[config.mk]
export PLATFORM = sky130hd
export DESIGN_NAME = gpo_ext
export DESIGN_NICKNAME = d
export VERILOG_FILES = /design/src/rtl/gpo_pkg.sv /design/src/rtl/gpo_blink_gen.sv /design/src/rtl/gpo_ext.sv
export SDC_FILE = /design/constraint.sdc
export NUM_CORES = 1
export LEC_CHECK = 0
export CORE_MARGIN = 2
export CORE_UTILIZATION = 59
export CTS_BUF_LIST = sky130_fd_sc_hd__clkbuf_8 sky130_fd_sc_hd__clkbuf_16
export DETAILED_ROUTE_END_ITERATION = 16
export GPL_TIMING_DRIVEN = 0
export PLACE_DENSITY = 0.82
export SLEW_MARGIN = 40
export SYNTH_ARGS = -nofsm -noshare
export SYNTH_HDL_FRONTEND = slang
export SYNTH_SLANG_ARGS = --single-unit
[constraint.sdc]
create_clock -name clk -period 4.9 [get_ports clk]
set_input_delay 1.225 -clock clk [delete_from_list [all_inputs] [get_ports clk]]
set_output_delay 1.225 -clock clk [all_outputs]
set_load 0.05 [all_outputs]
[src/rtl/gpo_pkg.sv]
// Shared definitions for the extended general-purpose output block:
// register indices and the pulse FSM state type.
package gpo_pkg;

  localparam logic [4:0] REG_DATA  = 5'd0;
  localparam logic [4:0] REG_SET   = 5'd1;
  localparam logic [4:0] REG_CLR   = 5'd2;
  localparam logic [4:0] REG_TGL   = 5'd3;
  localparam logic [4:0] REG_MODE  = 5'd4;
  localparam logic [4:0] REG_PRESC = 5'd5;
  localparam logic [4:0] REG_PLEN  = 5'd6;
  localparam logic [4:0] REG_PULSE = 5'd7;

  typedef enum logic {
    IDLE   = 1'b0,
    ACTIVE = 1'b1
  } pulse_state_e;

endpackage

[src/rtl/gpo_blink_gen.sv]
// Free-running blink prescaler: phase toggles every presc+1 cycles;
// a load restarts the count with phase low.
module gpo_blink_gen #(
  parameter int CW = 16
) (
  input  logic          clk,
  input  logic          reset,
  input  logic [CW-1:0] presc,
  input  logic          load,
  output logic          phase
);

  logic [CW-1:0] cnt;

  // NOTE: state registers use non-blocking assignments so every flop samples
  // pre-edge values, whatever order the simulator runs the processes in.
  always_ff @(posedge clk or posedge reset) begin
    if (reset) begin
      cnt   <= '0;
      phase <= 1'b0;
    end else if (load) begin
      // A reload beats a coincident terminal count: no toggle that cycle.
      cnt   <= '0;
      phase <= 1'b0;
    end else if (cnt == presc) begin
      cnt   <= '0;
      phase <= ~phase;
    end else begin
      cnt   <= cnt + 1'b1;
    end
  end

endmodule

[src/rtl/gpo_ext.sv]
// Extended GPO slot: buffered output port with per-bit blink mode and a
// retriggerable timed pulse overlay, all behind a small register file.
module gpo_ext
  import gpo_pkg::*;
#(
  parameter int W  = 8,
  parameter int CW = 16
) (
  input  logic          clk,
  input  logic          reset,
  input  logic          cs,
  input  logic          read,
  input  logic          write,
  input  logic [4:0]    addr,
  input  logic [31:0]   wr_data,
  output logic [31:0]   rd_data,
  output logic [W-1:0]  dout
);

  logic [W-1:0]  data_q;
  logic [W-1:0]  mode_q;
  logic [CW-1:0] presc_q;
  logic [CW-1:0] plen_q;
  logic [W-1:0]  pmask_q, pmask_d;
  logic [CW-1:0] pcnt_q, pcnt_d;
  pulse_state_e  state_q, state_d;

  logic          wr_en;
  logic          presc_wr;
  logic          pulse_wr;
  logic          phase;
  logic          active;
  logic [W-1:0]  wd;

  assign wr_en    = cs && write;
  assign presc_wr = wr_en && (addr == REG_PRESC);
  assign pulse_wr = wr_en && (addr == REG_PULSE);
  assign wd       = wr_data[W-1:0];
  assign active   = (state_q == ACTIVE);

  // Reads are side-effect free, so the strobe and surplus data bits are unused.
  logic unused_ok;
  assign unused_ok = &{1'b0, read, wr_data};

  // ---------------------------------------------------------------- registers
  always_ff @(posedge clk or posedge reset) begin
    if (reset) begin
      data_q  <= '0;
      mode_q  <= '0;
      presc_q <= '0;
      plen_q  <= '0;
    end else if (wr_en) begin
      case (addr)
        REG_DATA:  data_q  <= wd;
        REG_SET:   data_q  <= data_q | wd;
        REG_CLR:   data_q  <= data_q & ~wd;
        REG_TGL:   data_q  <= data_q ^ wd;
        REG_MODE:  mode_q  <= wd;
        REG_PRESC: presc_q <= wr_data[CW-1:0];
        REG_PLEN:  plen_q  <= wr_data[CW-1:0];
        default:   ;
      endcase
    end
  end

  // ------------------------------------------------------------ blink phase
  gpo_blink_gen #(
    .CW (CW)
  ) u_blink (
    .clk   (clk),
    .reset (reset),
    .presc (presc_q),
    .load  (presc_wr),
    .phase (phase)
  );

  // --------------------------------------------------------------- pulse FSM
  always_ff @(posedge clk or posedge reset) begin
    if (reset) begin
      state_q <= IDLE;
      pcnt_q  <= '0;
      pmask_q <= '0;
    end else begin
      state_q <= state_d;
      pcnt_q  <= pcnt_d;
      pmask_q <= pmask_d;
    end
  end

  // NOTE: every output of this block is given a default first, so no path
  // leaves a variable unassigned and no latch is inferred.
  always_comb begin
    state_d = state_q;
    pcnt_d  = pcnt_q;
    pmask_d = pmask_q;
    if (pulse_wr && (plen_q != '0)) begin
      // Retrigger wins over the decrement/expiry of a running pulse.
      pmask_d = wd;
      pcnt_d  = plen_q;
      state_d = ACTIVE;
    end else begin
      case (state_q)
        ACTIVE: begin
          if (pcnt_q == CW'(1)) begin
            pcnt_d  = '0;
            state_d = IDLE;
          end else begin
            pcnt_d  = pcnt_q - 1'b1;
          end
        end
        default: ;
      endcase
    end
  end

  // ------------------------------------------------------------------ output
  always_comb begin
    dout = (data_q & ~mode_q)
         | (data_q & mode_q & {W{phase}})
         | (pmask_q & {W{active}});
  end

  // --------------------------------------------------------------- readback
  logic [32:0] pulse_rd;
  assign pulse_rd = 33'({pmask_q, active});

  always_comb begin
    rd_data = '0;
    case (addr)
      REG_DATA, REG_SET, REG_CLR, REG_TGL: rd_data = 32'(data_q);
      REG_MODE:  rd_data = 32'(mode_q);
      REG_PRESC: rd_data = 32'(presc_q);
      REG_PLEN:  rd_data = 32'(plen_q);
      REG_PULSE: rd_data = pulse_rd[31:0];
      default:   rd_data = '0;
    endcase
  end

endmodule

* After elaboration in Yosys (flattened, before gate mapping) *
Index checks and enable logic that the tools add are counted.

word-level totals
  bits in registers = 90
  bits of input ports = 42
  output and inout bits = 40
  word-level logic and storage cells = 58

operators by class
  add/sub/neg operators = 2
  equal/unequal tests = 9
  muxes and demuxes = 12
  bitwise logic cells = 12
  reductions and logical operators = 14

operators with widths
  kind                                                                    number
  16-bit 2-to-1 mux                                                       5
  16-bit case mux with 5 select lines                                     1
  8-bit bitwise AND                                                       5
  8-bit case mux with 4 select lines                                      1
  8-bit bitwise OR                                                        3
  5-bit by 3-bit equality test with 1-bit output, second input constant   4
  16-bit by 1-bit adder with 16-bit output, second input constant         1
  16-bit by 1-bit equality test with 1-bit output, second input constant  1
  16-bit equality test                                                    1
  8-bit NOT                                                               2
  16-bit nonzero test                                                     1
  16-bit by 1-bit subtractor with 16-bit output, second input constant    1
  5-bit by 2-bit equality test with 1-bit output, second input constant   2
  2-bit AND reduction                                                     4
  8-bit bitwise XOR                                                       1
  5-bit by 1-bit equality test with 1-bit output, second input constant   1
  5-bit logical NOT                                                       1
  1-bit 2-to-1 mux                                                        5
  1-bit logical AND                                                       4
  2-bit nonzero test                                                      2
  4-bit nonzero test                                                      1
  4-bit OR reduction                                                      1
  1-bit NOT                                                               1

* Logic depth before layout (Yosys ltp) *
Gate-level depths: netlist of run 1.

  depth in word-level cells = 4
  gate-level depth with buffers = 7
  mapped depth without buffers = 6

* Cells and area by module *
Synthesis of run 1 repeated with hierarchy kept, for this count alone.

second synthesis, totals
  cells, all modules = 513
  area, all modules = 5412.7 sq um

modules (own cells, without submodules)
  module         instances  cells each  area each (sq um)  seq. area each (sq um)
  gpo_ext        1          410         4403.0             1826.8
  gpo_blink_gen  1          103         1009.7             425.4

* Least setup slack after synthesis of run 1 *
No wires, ideal clock.

  path type = input -> output
  start point = in addr[3]
  end point = out rd_data[2]
  arrival = 2.931 ns
  data required time = 3.675 ns
  slack = 0.744 ns
  stages = 6
  buffers on the path = 2
  cells stage by stage = or4b_1 > clkbuf_1 > nor2_1 > buf_2 > a22oi_1 > nand3_1

on the way
  word-level cells in the longest chain between the ends = 3
  elaborated cells on any way between the ends = 10
  those cells by class = 7 x eq/ne; 1 x mux; 2 x reduce/logical

ends and longest elaborated chain
  element                                                                       line            text
  start, declared                                                               gpo_ext.sv:14   input logic [4:0] addr,
  5-bit by 1-bit equality test with 1-bit output, or another cell as far along  gpo_ext.sv:129  case (addr)
  4-bit OR reduction                                                            gpo_ext.sv:129
  16-bit case mux with 5 select lines *                                         gpo_ext.sv:129
  end, declared                                                                 gpo_ext.sv:16   output logic [31:0] rd_data,

Every way passes the cells marked *; elsewhere a longest branch is shown, timed or not.

* Worst setup path in the final report of run 1 *
  start point = in addr[3]
  end point = out rd_data[3]

The elaborated chain is that of the path after synthesis.

==> summary.txt, run 1 <==
status: finished, final reports clean
Max FO, Critical Path: 10
core area: 8763 um2
Num CTS Buffers: 9
area taken by multi-input logic gates: 2801 um2
Leak Pwr: 2.739 nW
initial antenna violation count: 0
register area: 2252 um2
Skew-Pair Late Insertion Delay: 0.36 ns
Critical Path Source Type: input pin
RD Place Congestion: 0.8462
asr flop ratio synth: 100.0%
number of synthesized flops with an enable pin: 0
Congestion Overflow GR: 0
first-pass GRT wire length: 21700 um
RSZ-0062 raised after global routing: false
antenna viol nets, final: 0
Initial Util: 61.17%
FP Rows: 34
die area: 9863 um2
highest-count cells in the layout ignoring fill and taps: 90 x dfrtp_1, 64 x mux2_2, 39 x nand2_1
Netlist cell types: 50
final setup violation count: 0
pre-CTS setup slack: -0.5986 ns
Post-Place Cells: 674
number of I/O pins: 82
FMAX: 0.2072 GHz
synthesized instance count: 502
Nets: 638
Sink Count: 90
crit path kind: in2out
antenna fix cells: 0
Non-Filler Instances: 688
total track usage: 28.19%
setup ws final: 0.07420 ns
top_reg_cell synth: dfrtp_1
port buffer count: 48
chip width: 99.32 um
max_slew headroom: 45.74%
Die Y: 99.32 um
most area-consuming cells after synthesis: dfrtp_1 42%, mux2_2 13%, ha_1 4.4%
PD cells: 395.0 nW/um2
Iteration-0 DRC Markers: 227
Req. time, crit path: 3.67 ns
top cell type's share of synthesized area: 42.02%
VDD IR max: 0.2957 mV
Syn Area/Cell: 10.68 um2
DRT Wirelength: 13350 um
TritonCTS clock tree: built
Design Power: 2.455 mW
Synth Cell Area: 5360 um2
fillcell total: 685
final hold violations: 0
min Tclk post-route: 4.826 ns
# Max-Cap Violations: 0
CP Capture Type: primary output
TNS Setup: 0 ns
clk buf depth: 2
yosys warns: 0
Worst-Margin Slew: 0.8072 ns
WL/cell: 19.40 um
register area share after synthesis: 42.02%
most common cell after layout, fill and taps aside: dfrtp_1
Pre-antenna DRT Iters: 5
vias in the first global route: 4316
#FFs+latches synth: 90
skew final: 0.008109 ns
largest net degree at the start of global routing: 54
post-route clock period utilization: 98.49%
Clk pin slew, worst setup/hold paths: 0.09 ns
CP arrival: 3.60 ns
Area Growth Syn to Fin: 15.92%
DR vias: 4227
root buffer cell: clkbuf_8
Max Slew Vio Count: 0
HP Class: reg2reg
H-tree Lvls: 3
Post-route DRC: 0
Synth area leader: dfrtp_1
via/cell ratio: 6.144
layout cell share with drive strength beyond 1: 26.21%
DP HPWL: 9728 um
through the flow:
| stage | util (%) | cell area (um2) | hold WS (ns) |
|---|---|---|---|
| 2_1_floorplan | - | 5416 | 0.4963 |
| 3_3_place_gp | 68.83 | 6032 | 0.5083 |
| 3_5_place_dp | 69.26 | 6070 | 0.5167 |
| 4_1_cts | 71.50 | 6266 | 0.5433 |
| 5_1_grt | 70.90 | 6213 | 0.5620 |
| 6_report | 70.90 | 6213 | 0.5454 |
cell usage after synthesis (4+ instances only):
library cell	count
a22o_1	7
nand2_1	39
or4_1	5
nor3b_1	4
nor2_1	9
o21ai_0	20
dfrtp_1	90
o21ai_1	5
nand3_1	15
xnor2_1	27
nand4_1	7
mux2_2	64
mux2i_1	4
inv_1	31
a22oi_1	16
clkbuf_1	13
buf_4	16
buf_2	10
mux4_2	8
o31ai_1	5
nor4_1	13
ha_1	19
nor3_1	20
o41ai_1	5
or3_1	4
nor2b_1	12
path summary, 6_finish.rpt:
check	start	end	slack [ns]	depth (start not counted)
min in group asynchronous	reset	data_q[2]$_DFFE_PP0P_	1.23	2
min reg2reg	mode_q[1]$_DFFE_PP0P_	mode_q[1]$_DFFE_PP0P_	0.55	1
max	addr[3]	rd_data[3]	0.07	8
max in group asynchronous	reset	plen_q[11]$_DFFE_PP0P_	3.10	3
min	mode_q[1]$_DFFE_PP0P_	mode_q[1]$_DFFE_PP0P_	0.55	1
max reg2reg	active$_DFF_PP0_	pcnt_q[15]$_DFFE_PP0P_	2.63	5
area by class of cell:
type	instances	share of cell area, %
multi-input cells	353	45.09
flip-flops and latches	90	36.25
repair buffers	49	7.189
plain buffers	43	4.269
clock buffers	11	2.437
well taps	108	2.175
inverters	31	1.953
clock inverters	3	0.6444
repair_timing:
action | 4_1_cts | 5_1_grt
setup buffers | 0 | 0
gates resized for setup | 31 | 24
hold buffers | 0 | 0
endpoints found under the hold margin | 0 | 0
pin swaps | 0 | 0
endpoints found under the setup margin | 16 | 14
worst max-delay path, stage by stage:
cell             delay (ns)
clkdlybuf4s50_1        0.45
or4b_1                 0.56
clkbuf_1               0.24
nor2_4                 0.24
clkbuf_4               0.27
a22oi_1                0.11
nand3_1                0.13
clkdlybuf4s15_2        0.38
flip-flops by register name, indices dropped and copies added (netlist names):
signal,count
plen_q,16
data_q,8
presc_q,16
pcnt_q,16
u_blink.phase,1
mode_q,8
pmask_q,8
u_blink.cnt,16
active,1
cells by family after synthesis:
group                      Yosys count  synth area share, %
and+or+nand+nor                    145                15.15
DFF                                 90                42.02
muxes                               78                18.11
buffers and inverters               74                7.049
AOI/OAI and AO/OA                   66                8.427
xor gates and xnor gates            29                4.739
adders and majority gates           19                4.435
other                                1              0.06996
report_power, final:
group / internal [mW] / leakage [nW] / switching [mW]
clock network: 0.257 / 0.101 / 0.261
logic: 0.379 / 1.50 / 0.442
registers: 0.906 / 1.14 / 0.210
total: 1.54 / 2.74 / 0.913
routing by layer:
metal	vias up	global-route usage (%)	wire, um	part of all wire (%)
li1	1919	-	-	-
met1	2073	38.98	5621	42
met2	201	45.58	6429	48
met3	34	3.935	934	7.0
met4	0	10.75	362	2.7
met5	-	0	0	0
Note: power is estimated with default switching activity, not from simulation.
==> run 2: changes to the inputs <==
--- a/config.mk
+++ b/config.mk
@@ -8,8 +8,8 @@
 export CORE_MARGIN = 2
 export CORE_UTILIZATION = 59
 export CTS_BUF_LIST = sky130_fd_sc_hd__clkbuf_8 sky130_fd_sc_hd__clkbuf_16
+export CTS_CLUSTER_SIZE = 30
 export DETAILED_ROUTE_END_ITERATION = 16
-export GPL_TIMING_DRIVEN = 0
 export PLACE_DENSITY = 0.82
 export SLEW_MARGIN = 40
 export SYNTH_ARGS = -nofsm -noshare
==> run 2 against run 1 <==
Net effect:
- register-to-register slack got worse by 0.19 ns
- first-iteration DRC count fell by 27%
- fmax rose by 4.9%
- setup slack improved by 0.23 ns
- highest routed layer unchanged
==> summary.txt, run 2 (same netlist as run 1, synthesis figures left out) <==
final setup violation count: 0
reg2reg setup slack: 2.44 ns
DP HPWL: 9217 um
clk buf depth: 2
Post-route DRC: 0
CP cell instances: clkdlybuf4s50_1 > or4b_1 > nor2_1 > a22oi_1 > nand3_1 > buf_12
HP Class: reg2reg
largest net degree at the start of global routing: 42
max_slew headroom: 51.83%
Num CTS Buffers: 9
# Max-Cap Violations: 0
Clk pin slew, worst setup/hold paths: 0.09 ns
Sink Count: 90
first-pass GRT wire length: 21420 um
layout cell share with drive strength beyond 1: 24.00%
CTS Hold Bufs: 0
min Tclk post-route: 4.598 ns
PD cells: 401.0 nW/um2
TritonCTS clock tree: built
Nets: 606
RR Endpoint: pcnt_q[7]$_DFFE_PP0P_
Post-Place Cells: 642
hold path start: mode_q[0]$_DFFE_PP0P_
RD Place Congestion: 0.8950
WL/cell: 19.81 um
highest-count cells in the layout ignoring fill and taps: 90 x dfrtp_1, 64 x mux2_2, 39 x nand2_1
Pre-antenna DRT Iters: 5
Area Growth Syn to Fin: 16.90%
Layout Cell Area excl Fill: 6266 um2
RSZ-0062 raised after global routing: false
post-route clock period utilization: 93.84%
FP Rows: 34
DRT Wirelength: 13040 um
chip width: 99.32 um
Leak Pwr: 2.690 nW
initial antenna violation count: 0
most common cell after layout, fill and taps aside: dfrtp_1
Reg2Reg Depth: 4
Area after DPL: 6028 um2
Die Y: 99.32 um
Max Slew Vio Count: 0
Non-Filler Instances: 658
Crit. Startpoint: addr[3]
antenna fix cells: 0
Worst-Margin Slew: 0.7187 ns
slowest CP cell: or4b_1
antenna viol nets, final: 0
die area: 9863 um2
core area: 8763 um2
Post-CTS Setup Bufs: 0
Req. time, crit path: 3.67 ns
hold_ws: 0.5454 ns
number of I/O pins: 82
Congestion Overflow GR: 0
Critical Path Source Type: input pin
DR vias: 4120
TNS Setup: 0 ns
Iteration-0 DRC Markers: 165
post_cts resized: 0
setup ws final: 0.3018 ns
total track usage: 27.49%
skew final: 0.005280 ns
final hold violations: 0
CP Capture Type: primary output
Skew-Pair Late Insertion Delay: 0.36 ns
CP arrival: 3.37 ns
status: finished, final reports clean
Critical Path Max Stage Delay: 0.66 ns
worst reg2reg startpoint: active$_DFF_PP0_
Initial Util: 61.17%
H-tree Lvls: 3
port buffer count: 48
via/cell ratio: 6.261
crit path kind: in2out
vias in the first global route: 4238
pre-CTS setup slack: 0.2959 ns
Critical Path Sink: rd_data[3]
root buffer cell: clkbuf_8
FMAX: 0.2175 GHz
Max FO, Critical Path: 8
VDD IR max: 0.2328 mV
## run 2: layout make-up
type	instances	area, um2
clock inverter	4	72.57
tap	108	135.1
fill	651	2497
clock buffer	12	165.2
multi-input combinational	353	2789
timing repair buffer	60	734.5
sequential	90	2252
inverter	31	117.6
## run 2: worst min path at each step
stage                             endpoint  slack [ns]  depth (start not counted)
floorplan            mode_q[0]$_DFFE_PP0P_        0.50                          1
global placement     mode_q[4]$_DFFE_PP0P_        0.51                          1
detailed placement   mode_q[7]$_DFFE_PP0P_        0.52                          1
CTS                  mode_q[4]$_DFFE_PP0P_        0.54                          1
global route        pmask_q[7]$_DFFE_PP0P_        0.57                          1
finish               mode_q[0]$_DFFE_PP0P_        0.55                          1
## run 2: metrics by stage
| stage | utilization (%) | total power, mW |
|---|---|---|
| floorplan | - | 1.695 |
| global placement | 68.63 | 1.853 |
| detailed placement | 68.79 | 1.902 |
| CTS | 71.50 | 2.506 |
| global route | 71.50 | 2.643 |
| finish | 71.50 | 2.513 |
## run 2: where the power goes
| part | switching [mW] | leakage, nW | internal [mW] |
|---|---|---|---|
| Clock | 0.271 | 0.119 | 0.328 |
| Combinational | 0.416 | 1.43 | 0.360 |
| Sequential | 0.234 | 1.14 | 0.905 |
| Total | 0.920 | 2.69 | 1.59 |
## run 2: metal layers
metal,global-route usage (%),part of all wire [%],vias to the layer above,wire length (um)
met5,0,0,-,0
met4,9.273,2.5,0,330
met3,5.481,7.0,28,912
met2,44.49,48,183,6216
met1,37.38,43,2052,5575
li1,-,-,1857,-
## run 2: worst max-delay path, delay by kind of cell
| family | cells | cell delay, ns |
|---|---|---|
| AO/OA/AOI/OAI | 1 | 0.16 |
| buffers and inverters | 2 | 0.61 |
| AND/OR/NAND/NOR | 3 | 1.38 |
